### config.mk
export PLATFORM = sky130hd
export DESIGN_NAME = ifu_axi_prefetch
export DESIGN_NICKNAME = d
export VERILOG_FILES = /design/src/rtl/ifu_axi_prefetch.sv
export SDC_FILE = /design/constraint.sdc
export NUM_CORES = 1
export LEC_CHECK = 0
export CORE_MARGIN = 5
export CORE_UTILIZATION = 60
export DETAILED_ROUTE_END_ITERATION = 10
export MAX_ROUTING_LAYER = met4
export PLACE_DENSITY_LB_ADDON = 0.2
export SLEW_MARGIN = 5
export SYNTH_ARGS = -nofsm -noshare
export SYNTH_HDL_FRONTEND = slang
export SYNTH_SLANG_ARGS = --single-unit
### constraint.sdc
create_clock -name clk -period 12.1 [get_ports clk]
set_input_delay 1.21 -clock clk [delete_from_list [all_inputs] [get_ports clk]]
set_output_delay 1.21 -clock clk [all_outputs]
set_load 0.005 [all_outputs]
### src/rtl/ifu_axi_prefetch.sv
// ifu_axi_prefetch: instruction fetch unit, AXI4 read-only burst master.
// Bursts are fetched into a registered prefetch FIFO which feeds IDU over a
// valid/ready handshake. Redirect flushes the FIFO and restarts fetch.
// Optional build macro IFU_PERF_CNT_EN adds saturating fetch/stall counters.
module ifu_axi_prefetch #(
  parameter int unsigned        ADDR_W     = 32,
  parameter int unsigned        DATA_W     = 64,
  parameter int unsigned        INST_W     = 32,
  parameter int unsigned        BURST_LEN  = 4,
  parameter int unsigned        FIFO_DEPTH = 8,
  parameter logic [ADDR_W-1:0]  RESET_PC   = 32'h8000_0000,
  parameter logic [3:0]         AXI_ID     = 4'd0
) (
  input  logic              clk,
  input  logic              rst,
  input  logic              redirect_valid,
  input  logic [ADDR_W-1:0] redirect_pc,
  output logic              inst_valid,
  input  logic              inst_ready,
  output logic [INST_W-1:0] inst,
  output logic [ADDR_W-1:0] inst_pc,
  output logic              inst_fault,
  output logic              arvalid,
  input  logic              arready,
  output logic [ADDR_W-1:0] araddr,
  output logic [3:0]        arid,
  output logic [7:0]        arlen,
  output logic [2:0]        arsize,
  output logic [1:0]        arburst,
  input  logic              rvalid,
  output logic              rready,
  input  logic [DATA_W-1:0] rdata,
  input  logic [1:0]        rresp,
  input  logic              rlast,
  input  logic [3:0]        rid
`ifdef IFU_PERF_CNT_EN
  ,
  output logic [63:0]       perf_fetch_cnt,
  output logic [63:0]       perf_stall_cnt
`endif
);

  localparam int unsigned SLOTS   = DATA_W / INST_W;
  localparam int unsigned IBYTES  = INST_W / 8;
  localparam int unsigned BEAT_B  = DATA_W / 8;
  localparam int unsigned BBYTES  = BURST_LEN * BEAT_B;
  // Burst window: never cross a BBYTES block nor a 4KB page.
  localparam int unsigned BOUND   = (BBYTES < 4096) ? BBYTES : 4096;
  localparam int unsigned BEAT_SH = $clog2(BEAT_B);
  localparam int unsigned AW      = $clog2(FIFO_DEPTH);
  localparam int unsigned PW      = AW + 1;
  localparam int unsigned SW      = $clog2(SLOTS + 1);

  localparam logic [ADDR_W-1:0] BEAT_LOW  = ADDR_W'(BEAT_B - 1);
  localparam logic [ADDR_W-1:0] BOUND_LOW = ADDR_W'(BOUND - 1);
  localparam logic [ADDR_W-1:0] BOUND_A   = ADDR_W'(BOUND);

  typedef enum logic [1:0] {
    S_IDLE = 2'd0,
    S_AR   = 2'd1,
    S_R    = 2'd2,
    S_HALT = 2'd3
  } state_t;

  state_t r_state, w_state_nxt;

  logic [ADDR_W-1:0] r_fetch_pc;
  logic [ADDR_W-1:0] r_araddr;
  logic [7:0]        r_arlen;
  logic [ADDR_W-1:0] r_beat_addr;
  logic              r_drop;
  logic              r_pend_drop;
  logic              r_fault_seen;

  logic [INST_W-1:0] r_mem_inst  [FIFO_DEPTH];
  logic [ADDR_W-1:0] r_mem_pc    [FIFO_DEPTH];
  logic              r_mem_fault [FIFO_DEPTH];
  logic [PW-1:0]     r_wptr;
  logic [PW-1:0]     r_rptr;

  logic [PW-1:0]     w_count;
  logic [31:0]       w_free;
  logic [31:0]       w_need;
  logic [ADDR_W-1:0] w_pc_src;
  logic [ADDR_W-1:0] w_req_addr;
  logic [ADDR_W-1:0] w_off;
  logic [ADDR_W-1:0] w_beats;
  logic [7:0]        w_req_len;
  logic              w_ar_load;
  logic              w_ar_hs;
  logic              w_beat;
  logic              w_beat_fault;
  logic              w_pop;
  logic              w_push_en;
  logic [PW-1:0]     w_push_cnt;
  logic [ADDR_W-1:0] w_slot_pc [SLOTS];
  logic              w_keep    [SLOTS];
  logic [AW-1:0]     w_wr_idx  [SLOTS];
  logic [SW-1:0]     w_skip;
  logic [ADDR_W-1:0] w_burst_end;
  logic              w_unused_rid;

  assign w_unused_rid = ^rid;

  // Burst request derived from the current (or incoming redirect) fetch PC.
  assign w_pc_src   = redirect_valid ? redirect_pc : r_fetch_pc;
  assign w_req_addr = w_pc_src & ~BEAT_LOW;
  assign w_off      = w_req_addr & BOUND_LOW;
  assign w_beats    = (BOUND_A - w_off) >> BEAT_SH;
  assign w_req_len  = 8'(w_beats - ADDR_W'(1));
  assign w_need     = 32'(w_beats) * 32'(SLOTS);

  assign w_count    = r_wptr - r_rptr;
  assign w_free     = 32'(FIFO_DEPTH) - 32'(w_count);

  assign w_ar_hs      = (r_state == S_AR) && arready;
  assign w_beat       = (r_state == S_R) && rvalid;
  assign w_beat_fault = (rresp != 2'b00);
  assign w_pop        = inst_valid && inst_ready && !redirect_valid;
  assign w_push_en    = w_beat && !r_drop && !redirect_valid;
  assign w_push_cnt   = PW'(SLOTS) - PW'(w_skip);
  assign w_burst_end  = r_araddr + ((ADDR_W'(r_arlen) + ADDR_W'(1)) << BEAT_SH);

  assign araddr  = r_araddr;
  assign arlen   = r_arlen;
  assign arid    = AXI_ID;
  assign arsize  = 3'(BEAT_SH);
  assign arburst = 2'b01;

  assign inst_valid = (r_wptr != r_rptr);
  assign inst       = r_mem_inst[r_rptr[AW-1:0]];
  assign inst_pc    = r_mem_pc[r_rptr[AW-1:0]];
  assign inst_fault = r_mem_fault[r_rptr[AW-1:0]];

  // Slot filtering: only low slots of the first beat can precede fetch_pc,
  // so kept slots are a contiguous upper run packed from the write pointer.
  always_comb begin
    w_skip = '0;
    for (int unsigned s = 0; s < SLOTS; s++) begin
      w_slot_pc[s] = r_beat_addr + ADDR_W'(s * IBYTES);
      w_keep[s]    = (w_slot_pc[s] >= r_fetch_pc);
      if (!w_keep[s]) w_skip = w_skip + 1'b1;
    end
  end

  // FIFO write index for each beat slot after removing skipped low slots.
  always_comb begin
    for (int unsigned s = 0; s < SLOTS; s++) begin
      w_wr_idx[s] = r_wptr[AW-1:0] + AW'(s) - AW'(w_skip);
    end
  end

  // FSM state register.
  always_ff @(posedge clk or posedge rst) begin
    if (rst) r_state <= S_IDLE;
    else     r_state <= w_state_nxt;
  end

  // FSM next-state and AXI handshake outputs.
  always_comb begin
    w_state_nxt = r_state;
    w_ar_load   = 1'b0;
    arvalid     = 1'b0;
    rready      = 1'b0;
    unique case (r_state)
      S_IDLE: begin
        // A redirect empties the FIFO, so a full burst always fits.
        if (redirect_valid || (w_free >= w_need)) begin
          w_state_nxt = S_AR;
          w_ar_load   = 1'b1;
        end
      end
      S_AR: begin
        arvalid = 1'b1;
        if (arready) w_state_nxt = S_R;
      end
      S_R: begin
        rready = 1'b1;
        if (rvalid && rlast) begin
          if (r_drop || redirect_valid)             w_state_nxt = S_IDLE;
          else if (r_fault_seen || w_beat_fault)    w_state_nxt = S_HALT;
          else                                      w_state_nxt = S_IDLE;
        end
      end
      S_HALT: begin
        if (redirect_valid) begin
          w_state_nxt = S_AR;
          w_ar_load   = 1'b1;
        end
      end
      default: w_state_nxt = S_IDLE;
    endcase
  end

  // Fetch PC, burst request registers, beat tracking and drop control.
  always_ff @(posedge clk or posedge rst) begin
    if (rst) begin
      r_fetch_pc   <= RESET_PC;
      r_araddr     <= '0;
      r_arlen      <= '0;
      r_beat_addr  <= '0;
      r_drop       <= 1'b0;
      r_pend_drop  <= 1'b0;
      r_fault_seen <= 1'b0;
    end else begin
      if (w_ar_load) begin
        r_araddr <= w_req_addr;
        r_arlen  <= w_req_len;
      end

      if (redirect_valid)                r_fetch_pc <= redirect_pc;
      else if (w_beat && rlast && !r_drop) r_fetch_pc <= w_burst_end;

      // A redirect while AR is pending cannot retract arvalid; remember it
      // and turn the accepted burst into a drop burst.
      if (w_ar_hs) begin
        r_beat_addr  <= r_araddr;
        r_fault_seen <= 1'b0;
        r_drop       <= r_pend_drop | redirect_valid;
        r_pend_drop  <= 1'b0;
      end else if ((r_state == S_AR) && redirect_valid) begin
        r_pend_drop  <= 1'b1;
      end

      if (w_beat) begin
        r_beat_addr <= r_beat_addr + ADDR_W'(BEAT_B);
        if (w_beat_fault) r_fault_seen <= 1'b1;
        if (rlast)               r_drop <= 1'b0;
        else if (redirect_valid) r_drop <= 1'b1;
      end else if ((r_state == S_R) && redirect_valid) begin
        r_drop <= 1'b1;
      end
    end
  end

  // FIFO pointers: redirect clears, otherwise independent push and pop.
  always_ff @(posedge clk or posedge rst) begin
    if (rst) begin
      r_wptr <= '0;
      r_rptr <= '0;
    end else if (redirect_valid) begin
      r_wptr <= '0;
      r_rptr <= '0;
    end else begin
      if (w_pop)     r_rptr <= r_rptr + 1'b1;
      if (w_push_en) r_wptr <= r_wptr + w_push_cnt;
    end
  end

  // FIFO storage: each accepted beat writes its kept slots, low slot first.
  always_ff @(posedge clk) begin
    if (w_push_en) begin
      for (int unsigned s = 0; s < SLOTS; s++) begin
        if (w_keep[s]) begin
          r_mem_inst[w_wr_idx[s]]  <= rdata[s*INST_W +: INST_W];
          r_mem_pc[w_wr_idx[s]]    <= w_slot_pc[s];
          r_mem_fault[w_wr_idx[s]] <= w_beat_fault;
        end
      end
    end
  end

`ifdef IFU_PERF_CNT_EN
  logic [63:0] r_perf_fetch;
  logic [63:0] r_perf_stall;

  // Saturating counters: instructions delivered and IDU starvation cycles.
  always_ff @(posedge clk or posedge rst) begin
    if (rst) begin
      r_perf_fetch <= '0;
      r_perf_stall <= '0;
    end else begin
      if (w_pop && (r_perf_fetch != '1))                   r_perf_fetch <= r_perf_fetch + 64'd1;
      if (inst_ready && !inst_valid && (r_perf_stall != '1)) r_perf_stall <= r_perf_stall + 64'd1;
    end
  end

  assign perf_fetch_cnt = r_perf_fetch;
  assign perf_stall_cnt = r_perf_stall;
`endif

endmodule

### Word-level counts from Yosys, hierarchy flattened

Memory sizes are Yosys's and may differ from the RTL's.
Index checks and enable logic that the tools add are counted.

| storage, ports and cells | value |
|---|---|
| flip-flop bits (word level) | 114 |
| bits in writable memories | 520 |
| input port bits | 109 |
| output and inout bits | 117 |
| word-level logic and storage cells | 103 |
| memories kept | 3 |

Memories:

| name | depth | bits a word | read ports | clocked after Yosys merged registers in | wr ports | line | RTL |
|---|---|---|---|---|---|---|---|
| r_mem_inst | 8 | 32 | 1 | 0 | 2 | 75 | `logic [INST_W-1:0] r_mem_inst [FIFO_DEPTH];` |
| r_mem_pc | 8 | 32 | 1 | 0 | 2 | 76 | `logic [ADDR_W-1:0] r_mem_pc [FIFO_DEPTH];` |
| r_mem_fault | 8 | 1 | 1 | 0 | 2 | 77 | `logic r_mem_fault [FIFO_DEPTH];` |

| operators by class | value |
|---|---|
| add/subtract/negate cells | 15 |
| order comparisons | 3 |
| equality and inequality tests | 8 |
| multiplexer cells | 39 |
| bitwise logic cells | 1 |
| reduce and logical (&&, ||, !) cells | 24 |

Operators by type and width:

| cell | number |
|---|---|
| 32-bit two-way mux | 5 |
| 32-bit >= comparator | 2 |
| 32-bit by 12-bit adder with 32-bit output | 1 |
| 32-bit by 3-bit adder with 32-bit output, second input constant | 1 |
| 32-bit by 4-bit adder with 32-bit output, second input constant | 1 |
| 32-bit by 30-bit >= comparator with 1-bit output | 1 |
| 1-bit two-way mux | 21 |
| 4-bit two-way mux | 4 |
| 2-bit two-way mux | 7 |
| 2-bit nonzero test | 6 |
| 1-bit logical AND | 11 |
| 8-bit by 1-bit adder with 9-bit output, second input constant | 1 |
| 2-bit case mux with 4 select lines | 1 |
| 8-bit by 1-bit subtractor with 8-bit output, second input constant | 1 |
| 6-bit by 5-bit subtractor with 7-bit output, first input constant | 1 |
| 2-bit inequality test, second input constant | 3 |
| 3-bit by 2-bit subtractor with 3-bit output | 2 |
| 4-bit by 4-bit subtractor with 5-bit output, first input constant | 1 |
| 4-bit by 1-bit adder with 4-bit output, second input constant | 1 |
| 4-bit adder | 1 |
| 2-bit equality test, second input constant | 2 |
| 4-bit inequality test | 1 |
| 4-bit AND reduction | 1 |
| 4-bit subtractor | 1 |
| 10 further kinds | 13 |

### Depth between registers and ports, before layout

Gate-level depths: netlist (run 1).

| logic depth | value |
|---|---|
| depth after elaboration | 8 |
| mapped depth | 21 |
| depth with buffers taken out | 17 |

### Worst setup path after synthesis (run 1)

No wires, ideal clock.

| path | value |
|---|---|
| kind | register -> register |
| from | reg r_beat_addr[19] |
| to | mem r_mem_fault[7] (enable) |
| library setup time | 0.571 ns |
| data arrival time | 7.867 ns |
| required time | 11.529 ns |
| slack | 3.662 ns |
| cell stages (with the launch flop) | 16 |
| buffers on the path | 2 |
| period minus slack after synthesis | 8.438 ns |
| cell sequence | dfrtp_1 -> clkbuf_1 -> clkbuf_1 -> ha_1 -> a21oi_1 -> o21ai_0 -> a221oi_4 -> nand2_1 -> a21o_1 -> ha_1 -> ha_1 -> fa_1 -> nand3b_1 -> a21oi_1 -> nor3_1 -> o21ai_0 |

RTL lines:

| what | line | RTL |
|---|---|---|
| start: declaration | 70 | `logic [ADDR_W-1:0] r_beat_addr;` |
| start signal: assignment | 217 | `r_beat_addr <= r_araddr;` |
| start signal: assignment | 226 | `r_beat_addr <= r_beat_addr + ADDR_W'(BEAT_B);` |
| end: declaration | 77 |  |

==> impl_metrics.yaml, run 1 <==
worst_setup_path:
  required_ps: 12330
  r2r-start: "r_beat_addr[27]$_DFFE_PP0P_"
  worst-path-buf-inv: 3
  cpMostUsedCell: "ha_1"
  max_stage_delay_ps: 810
  worstSetupPathType: "register to register"
  path_max_fanout: 38
  start_kind: "register"
  path_cells: "ha_1 -> a21oi_1 -> o21ai_0 -> a21oi_1 -> nand2_1 -> a21o_1 -> ha_1 -> inv_1 -> ha_1 -> nor4_2 -> nand2b_1 -> a211oi_1 -> a31oi_4 -> buf_4 -> o21ai_4 -> buf_4"
  critPathCaptureType: "register"
  arrival_ps: 6680
  reg2reg_setup_slack_ps: 5650
  crit_family: "compound AO/OA/AOI/OAI gates"
  cp_slowest_cell: "a21oi_1"
  rr_endpoint: "r_mem_pc[4][10]$_DFFE_PP_"
  r2r_cells: 16
timing:
  setup_tns_ps: 0
  max_slew.worst_pin.slew_ps: 1110
  setup_violations: 0
  fmax_mhz: 155
  skew_ps: 22.0
  maxSlewHeadroom_pct: 25.9
  finalMaxSlewViolations: 0
  hold_viol: 0
  final.period_utilization_pct: 53.3
  rsz0062_at_grt: "no"
  period_minus_slack_ps: 6450
yosys:
  synthDistinctLibCells: 81
  yosysSeqAreaShare_pct: 56.5
  synthAdderAreaFrac_pct: 3.75
  synth.avg_cell_area_um2: 13.4
  syn_inst: 2354
  synth-main-ff-cell: "edfxtp_1"
  synth_top_family_by_area: "multiplexers"
  synth.mux.area_fraction_pct: 20.1
  synthSimpleGateAreaFrac_pct: 6.84
  syn_area_um2: 31500
  synth_top_area_share_pct: 48.0
  synth_top_cell_by_area: "edfxtp_1"
  yosysMostFrequentCell: "edfxtp_1"
  synth_edf_count: 504
  synth_xor_area_share_pct: 0.861
  ys_seq_elements: 611
  synth_warnings: 0
  synth-compound-area-share_pct: 5.82
  async_flop_share_pct: 17.5
  synth_common_cells: "edfxtp_1, clkbuf_1, nand2_1"
  synthTopCellsByArea: "edfxtp_1, mux4_2, mux2_2, dfrtp_1, clkbuf_1"
clocking:
  htree_levels: 3
  clkLatencyLatePin_ps: 610
  cts_root_buffer: "clkbuf_16"
  cts.reportedPaths.clkPinSlew_ps: 60
  cts_resized: 0
  post_cts_buffers: 0
  hold_buffers: 0
  cts_tree: "yes"
  clk_path_buf_depth: 3
  clock_sinks: 611
  cts_buffers: 66
placement:
  globalplace.congestion: 0.879
  port_buffers: 206
  hpwl_um: 43300
global_routing:
  grt.overflow.total: 0
  grt.total_usage_pct: 26.0
  grt_pass1_wl_um: 112000
  grt_max_degree: 100
  grt_pass1_vias: 19200
  antenna_found_initial: 1
detailed_routing:
  first_pass_iters: 6
  wl_per_cell_um: 23.9
  drt-initial-drc-count: 1542
  routed_wl_um: 72400
  antenna_left: 0
  num_vias: 18700
  post-route-drc-count: 0
  avgViaCountPerCell: 6.15
worst_hold_path:
  min_path_type: "register to register"
  min_delay_path_depth: 2
  min_from: "r_fetch_pc[17]$_DFFE_PP0P_"
  hold_path_end: "r_fetch_pc[17]$_DFFE_PP0P_"
die:
  die_x_um: 239
  core_um2: 52300
  dieArea_um2: 57200
  start_util_pct: 60.2
  rows: 84
  die_h_um: 239
  io-pin-count: 226
power:
  p_leak_nw: 12.6
  p_seq_share_pct: 44.6
  power_density_nw_per_um2: 182
  internal_power_mw: 4.44
  total_power_mw: 6.42
  p_sw_mw: 1.98
  clockPowerShare_pct: 29.7
  p_sw_share_pct: 30.8
  p_comb_share_pct: 25.7
  vdd_drop_max_v: 0.000152
finish:
  final_util_pct: 67.3
  final_nets: 2497
  synthToLayoutAreaGrowth_pct: 11.7
  drive_above_1_share_pct: 24.2
job:
  cap_violations: 0
outcome:
  outcome: "finished, final reports clean"
==> layout by cell type, fill, tap and decap left out, drive strengths merged, types with 11 or more instances in the layout <==
cell type	netlist	routed
edfxtp	504	504
nand2	288	288
mux2	286	286
clkdlybuf4s50	0	205
mux4	126	126
dfrtp	106	106
clkbuf	304	92
ha	88	88
o21ai	86	86
inv	71	75
nor2	64	64
a21oi	56	56
a211oi	32	32
buf	72	31
nand3	25	25
nand4	25	25
nor3	21	21
clkinv	0	19
xnor2	18	18
conb	2	16
a311oi	14	14
mux2i	12	12
o211ai	11	11
==> flip-flops by register name (all words and copies together) (netlist names), 4 cells and up <==
| register | cells |
|---|---|
| r_mem_inst | 256 |
| r_mem_pc | 240 |
| r_fetch_pc | 32 |
| araddr | 29 |
| r_beat_addr | 29 |
| r_mem_fault | 8 |
| arlen | 4 |
| r_rptr | 4 |
| r_wptr | 4 |
==> tightest hold or removal path: stages (launching register included) <==
cell	delay [ps]
dfrtp_1	340
nand2_1	50
o211ai_1	70
==> worst max-delay path by stage <==
stage | slack, ps | endpoint | from | cells after the start
global placement | 5780 | r_mem_pc[4][8]$_DFFE_PP_ | r_beat_addr[27]$_DFFE_PP0P_ | 16
floorplan | 3660 | r_mem_fault[7]$_DFFE_PP_ | r_beat_addr[19]$_DFFE_PP0P_ | 15
finish | 5650 | r_mem_pc[4][10]$_DFFE_PP_ | r_beat_addr[27]$_DFFE_PP0P_ | 16
CTS | 5660 | r_mem_pc[4][6]$_DFFE_PP_ | r_beat_addr[27]$_DFFE_PP0P_ | 16
detailed placement | 5690 | r_mem_pc[4][6]$_DFFE_PP_ | r_beat_addr[27]$_DFFE_PP0P_ | 16
global route | 5110 | r_mem_pc[4][6]$_DFFE_PP_ | r_beat_addr[27]$_DFFE_PP0P_ | 16
==> power groups by stage <==
stage | clock (mW) | sequential (mW) | combinational [mW]
3_3_place_gp | 0 | 2.88 | 1.59
3_5_place_dp | 0 | 2.89 | 1.64
4_1_cts | 1.93 | 2.85 | 1.66
6_report | 1.91 | 2.86 | 1.65
2_1_floorplan | 0 | 2.70 | 1.42
5_1_grt | 2.03 | 2.89 | 1.81
==> per-stage QoR <==
stage | area [µm²] | setup slack (ps) | hold slack (ps) | instances
global route | 35200 | 5110 | 525 | 3034
finish | 35200 | 5650 | 498 | 3034
global placement | 33200 | 5780 | 477 | 2916
detailed placement | 33200 | 5690 | 485 | 2916
floorplan | 31600 | 3660 | 465 | 2368
CTS | 35200 | 5660 | 501 | 3033
==> layer usage <==
layer  vias to the layer above  share of wire (%)  track usage (%)  wire length (µm)
li1                       8442                  -                -                 -
met1                      9483                 42             35.5             30500
met2                       647                 50             42.1             36100
met3                        94                6.0             3.55              4380
met4                         0                2.0             6.76              1430
met5                         -                  0                -                 0
==> layout make-up <==
type,instances,area [µm²]
antenna,1,2.50
clock buffer,92,1830
clock inverter,25,179
fill,3702,17100
inverter,71,269
multi-input combinational,1310,12000
sequential,611,17800
tap,688,861
timing repair buffer,236,2280
==> cells by family (layout without fill, tap and decap cells) <==
family,Yosys count,after routing
flip-flops,611,611
AND/OR/NAND/NOR,485,485
buffers and inverters,447,424
multiplexers,424,424
AO/OA/AOI/OAI,265,265
adder cells (fa/ha/maj),92,92
XOR/XNOR,28,28
other,2,17
(Power assumes the default switching activity.)
==> inputs of run 2 (changes only) <==
--- a/config.mk
+++ b/config.mk
@@ -6,7 +6,7 @@
 export NUM_CORES = 1
 export LEC_CHECK = 0
 export CORE_MARGIN = 5
-export CORE_UTILIZATION = 60
+export CORE_UTILIZATION = 54
 export DETAILED_ROUTE_END_ITERATION = 10
 export MAX_ROUTING_LAYER = met4
 export PLACE_DENSITY_LB_ADDON = 0.2
==> constraint.sdc (replaced) <==
create_clock -name clk -period 5.9 [get_ports clk]
set_input_delay 0.59 -clock clk [delete_from_list [all_inputs] [get_ports clk]]
set_output_delay 0.59 -clock clk [all_outputs]
set_load 0.005 [all_outputs]
==> run 2 against run 1 <==
Compared with the run above:
- die area increased by 11%
- final area increased by 1.3%
- register-to-register slack got worse by 5100 ps
- worst hold slack got worse by 67 ps
- cell count increased by 3.4%
- critical endpoint is now r_mem_inst[0][20]$_DFFE_PP_
- wire length increased by 3.3%
- sequential share of layout area decreased by 0.64 points
- combinational power increased by 120%
==> impl_metrics.yaml, run 2 (synthesized netlist as in run 1, its figures left out) <==
clocking:
  clkLatencyLatePin_ps: 600
  hold_buffers: 0
  htree_levels: 3
  cts_resized: 0
  clk_path_buf_depth: 3
  cts.reportedPaths.clkPinSlew_ps: 60
  cts_tree: "yes"
  cts_buffers: 66
  cts_root_buffer: "clkbuf_16"
  clock_sinks: 611
  post_cts_buffers: 0
placement:
  placed_area_um2: 33600
  hpwl_um: 45400
  port_buffers: 206
  globalplace.congestion: 0.881
timing:
  finalMaxSlewViolations: 0
  hold_viol: 0
  whs_ps: 431
  skew_ps: 19.3
  fmax_mhz: 187
  maxSlewHeadroom_pct: 23.2
  setup_tns_ps: 0
  final.period_utilization_pct: 90.6
  setup_violations: 0
  max_slew.worst_pin.slew_ps: 1150
  rsz0062_at_grt: "no"
  period_minus_slack_ps: 5340
global_routing:
  grt_max_degree: 71
  antenna_found_initial: 3
  grt.overflow.total: 0
  grt_pass1_wl_um: 116000
  grt.total_usage_pct: 24.1
  grt_pass1_vias: 19800
finish:
  synthToLayoutAreaGrowth_pct: 13.1
  final_nets: 2522
  drive_above_1_share_pct: 25.4
  fillCellCount: 4337
  multi_input_area_um2: 12000
  layout_commonest_cell: "edfxtp_1"
  fin_area_um2: 35700
  area.sequential_um2: 17800
  largest_reg_flops: 256
  final_util_pct: 61.7
  final_cell_mix: "edfxtp_1, nand2_1, mux2_2"
worst_hold_path:
  hold_path_end: "r_wptr[3]$_DFFE_PP0P_"
  min_from: "redirect_valid"
  min_path_type: "input pin to register"
  min_delay_path_depth: 2
power:
  clockPowerShare_pct: 30.2
  total_power_mw: 13.4
  power_density_nw_per_um2: 375
  p_leak_nw: 12.8
  p_comb_share_pct: 26.6
  p_sw_share_pct: 30.6
  vdd_drop_max_v: 0.000228
  p_sw_mw: 4.09
  internal_power_mw: 9.26
  p_seq_share_pct: 43.2
die:
  io-pin-count: 226
  core_um2: 57800
  die_h_um: 252
  dieArea_um2: 63300
  rows: 88
  die_x_um: 252
  start_util_pct: 54.5
detailed_routing:
  avgViaCountPerCell: 6.01
  antenna_left: 0
  num_vias: 18900
  drt-initial-drc-count: 1476
  routed_wl_um: 74800
  wl_per_cell_um: 23.8
  first_pass_iters: 5
  post-route-drc-count: 0
worst_setup_path:
  start_kind: "register"
  critPathCaptureType: "register"
  rr_endpoint: "r_mem_inst[0][20]$_DFFE_PP_"
  worstSetupPathType: "register to register"
  reg2reg_setup_slack_ps: 560
  path_max_fanout: 22
  arrival_ps: 5630
  r2r_cells: 14
  required_ps: 6180
  r2r-start: "r_beat_addr[23]$_DFFE_PP0P_"
outcome:
  outcome: "finished, final reports clean"
job:
  cap_violations: 0
==> run 2: changes by cell type in the layout (fill, tap and decap cells not counted), sizes merged <==
cell,previous run,this run
buf,31,56
clkbuf,92,79
clkinv,19,27
bufinv,1,5
diode,1,3
clkinvlp,1,2
==> run 2: worst max path at each step <==
stage                                 from                          end  slack (ps)  depth (start not counted)
6_report       r_beat_addr[23]$_DFFE_PP0P_  r_mem_inst[0][20]$_DFFE_PP_         560                         14
5_1_grt        r_beat_addr[27]$_DFFE_PP0P_  r_mem_inst[0][20]$_DFFE_PP_         170                         14
4_1_cts        r_beat_addr[23]$_DFFE_PP0P_  r_mem_inst[0][16]$_DFFE_PP_         510                         14
3_5_place_dp   r_beat_addr[23]$_DFFE_PP0P_  r_mem_inst[0][20]$_DFFE_PP_         530                         14
3_3_place_gp   r_beat_addr[23]$_DFFE_PP0P_  r_mem_inst[0][20]$_DFFE_PP_         700                         16
2_1_floorplan  r_beat_addr[19]$_DFFE_PP0P_     r_mem_fault[2]$_DFFE_PP_        -840                         15
==> run 2: critical path: stages (launching register included) <==
cell and delay [ps]:
dfrtp_1 520, ha_1 420, nand4_1 220, nor4_1 550
a21oi_1 170, o21ai_0 290, ha_1 320, ha_1 210
fa_1 610, nand3_1 100, a21oi_1 140, nor3_1 120
buf_4 190, o221ai_4 850, buf_12 300
==> run 2: per-stage QoR <==
step / cells / setup slack, ps
floorplan: 2368 / -844
global placement: 3018 / 697
detailed placement: 3018 / 530
CTS: 3135 / 509
global route: 3138 / 168
finish: 3138 / 557
==> run 2: layout make-up <==
cell class / instances / area share, %
Sequential cell: 611 / 50.0
Multi-Input combinational cell: 1310 / 33.5
Timing Repair Buffer: 261 / 7.17
Clock buffer: 79 / 4.89
Tap cell: 765 / 2.68
Clock inverter: 38 / 0.962
Inverter: 71 / 0.755
Antenna cell: 3 / 0.0211
==> run 2: power groups by stage <==
stage                     clock (mW)  combinational [mW]  sequential, mW
after global placement             0                3.46            5.81
after global routing            4.31                3.91            5.84
final                           4.03                3.55            5.77
after detailed placement           0                3.55            5.85
after CTS                       4.11                3.58            5.76
after floorplan                    0                2.93            5.54
==> run 2: routing by layer <==
metal  vias up  part of all wire (%)  GRT usage, %
met5         -                     0             -
met4         0                   1.9          6.28
met3       103                   5.3          3.04
met2       582                    50          39.7
met1      9700                    43          32.3
li1       8490                     -             -
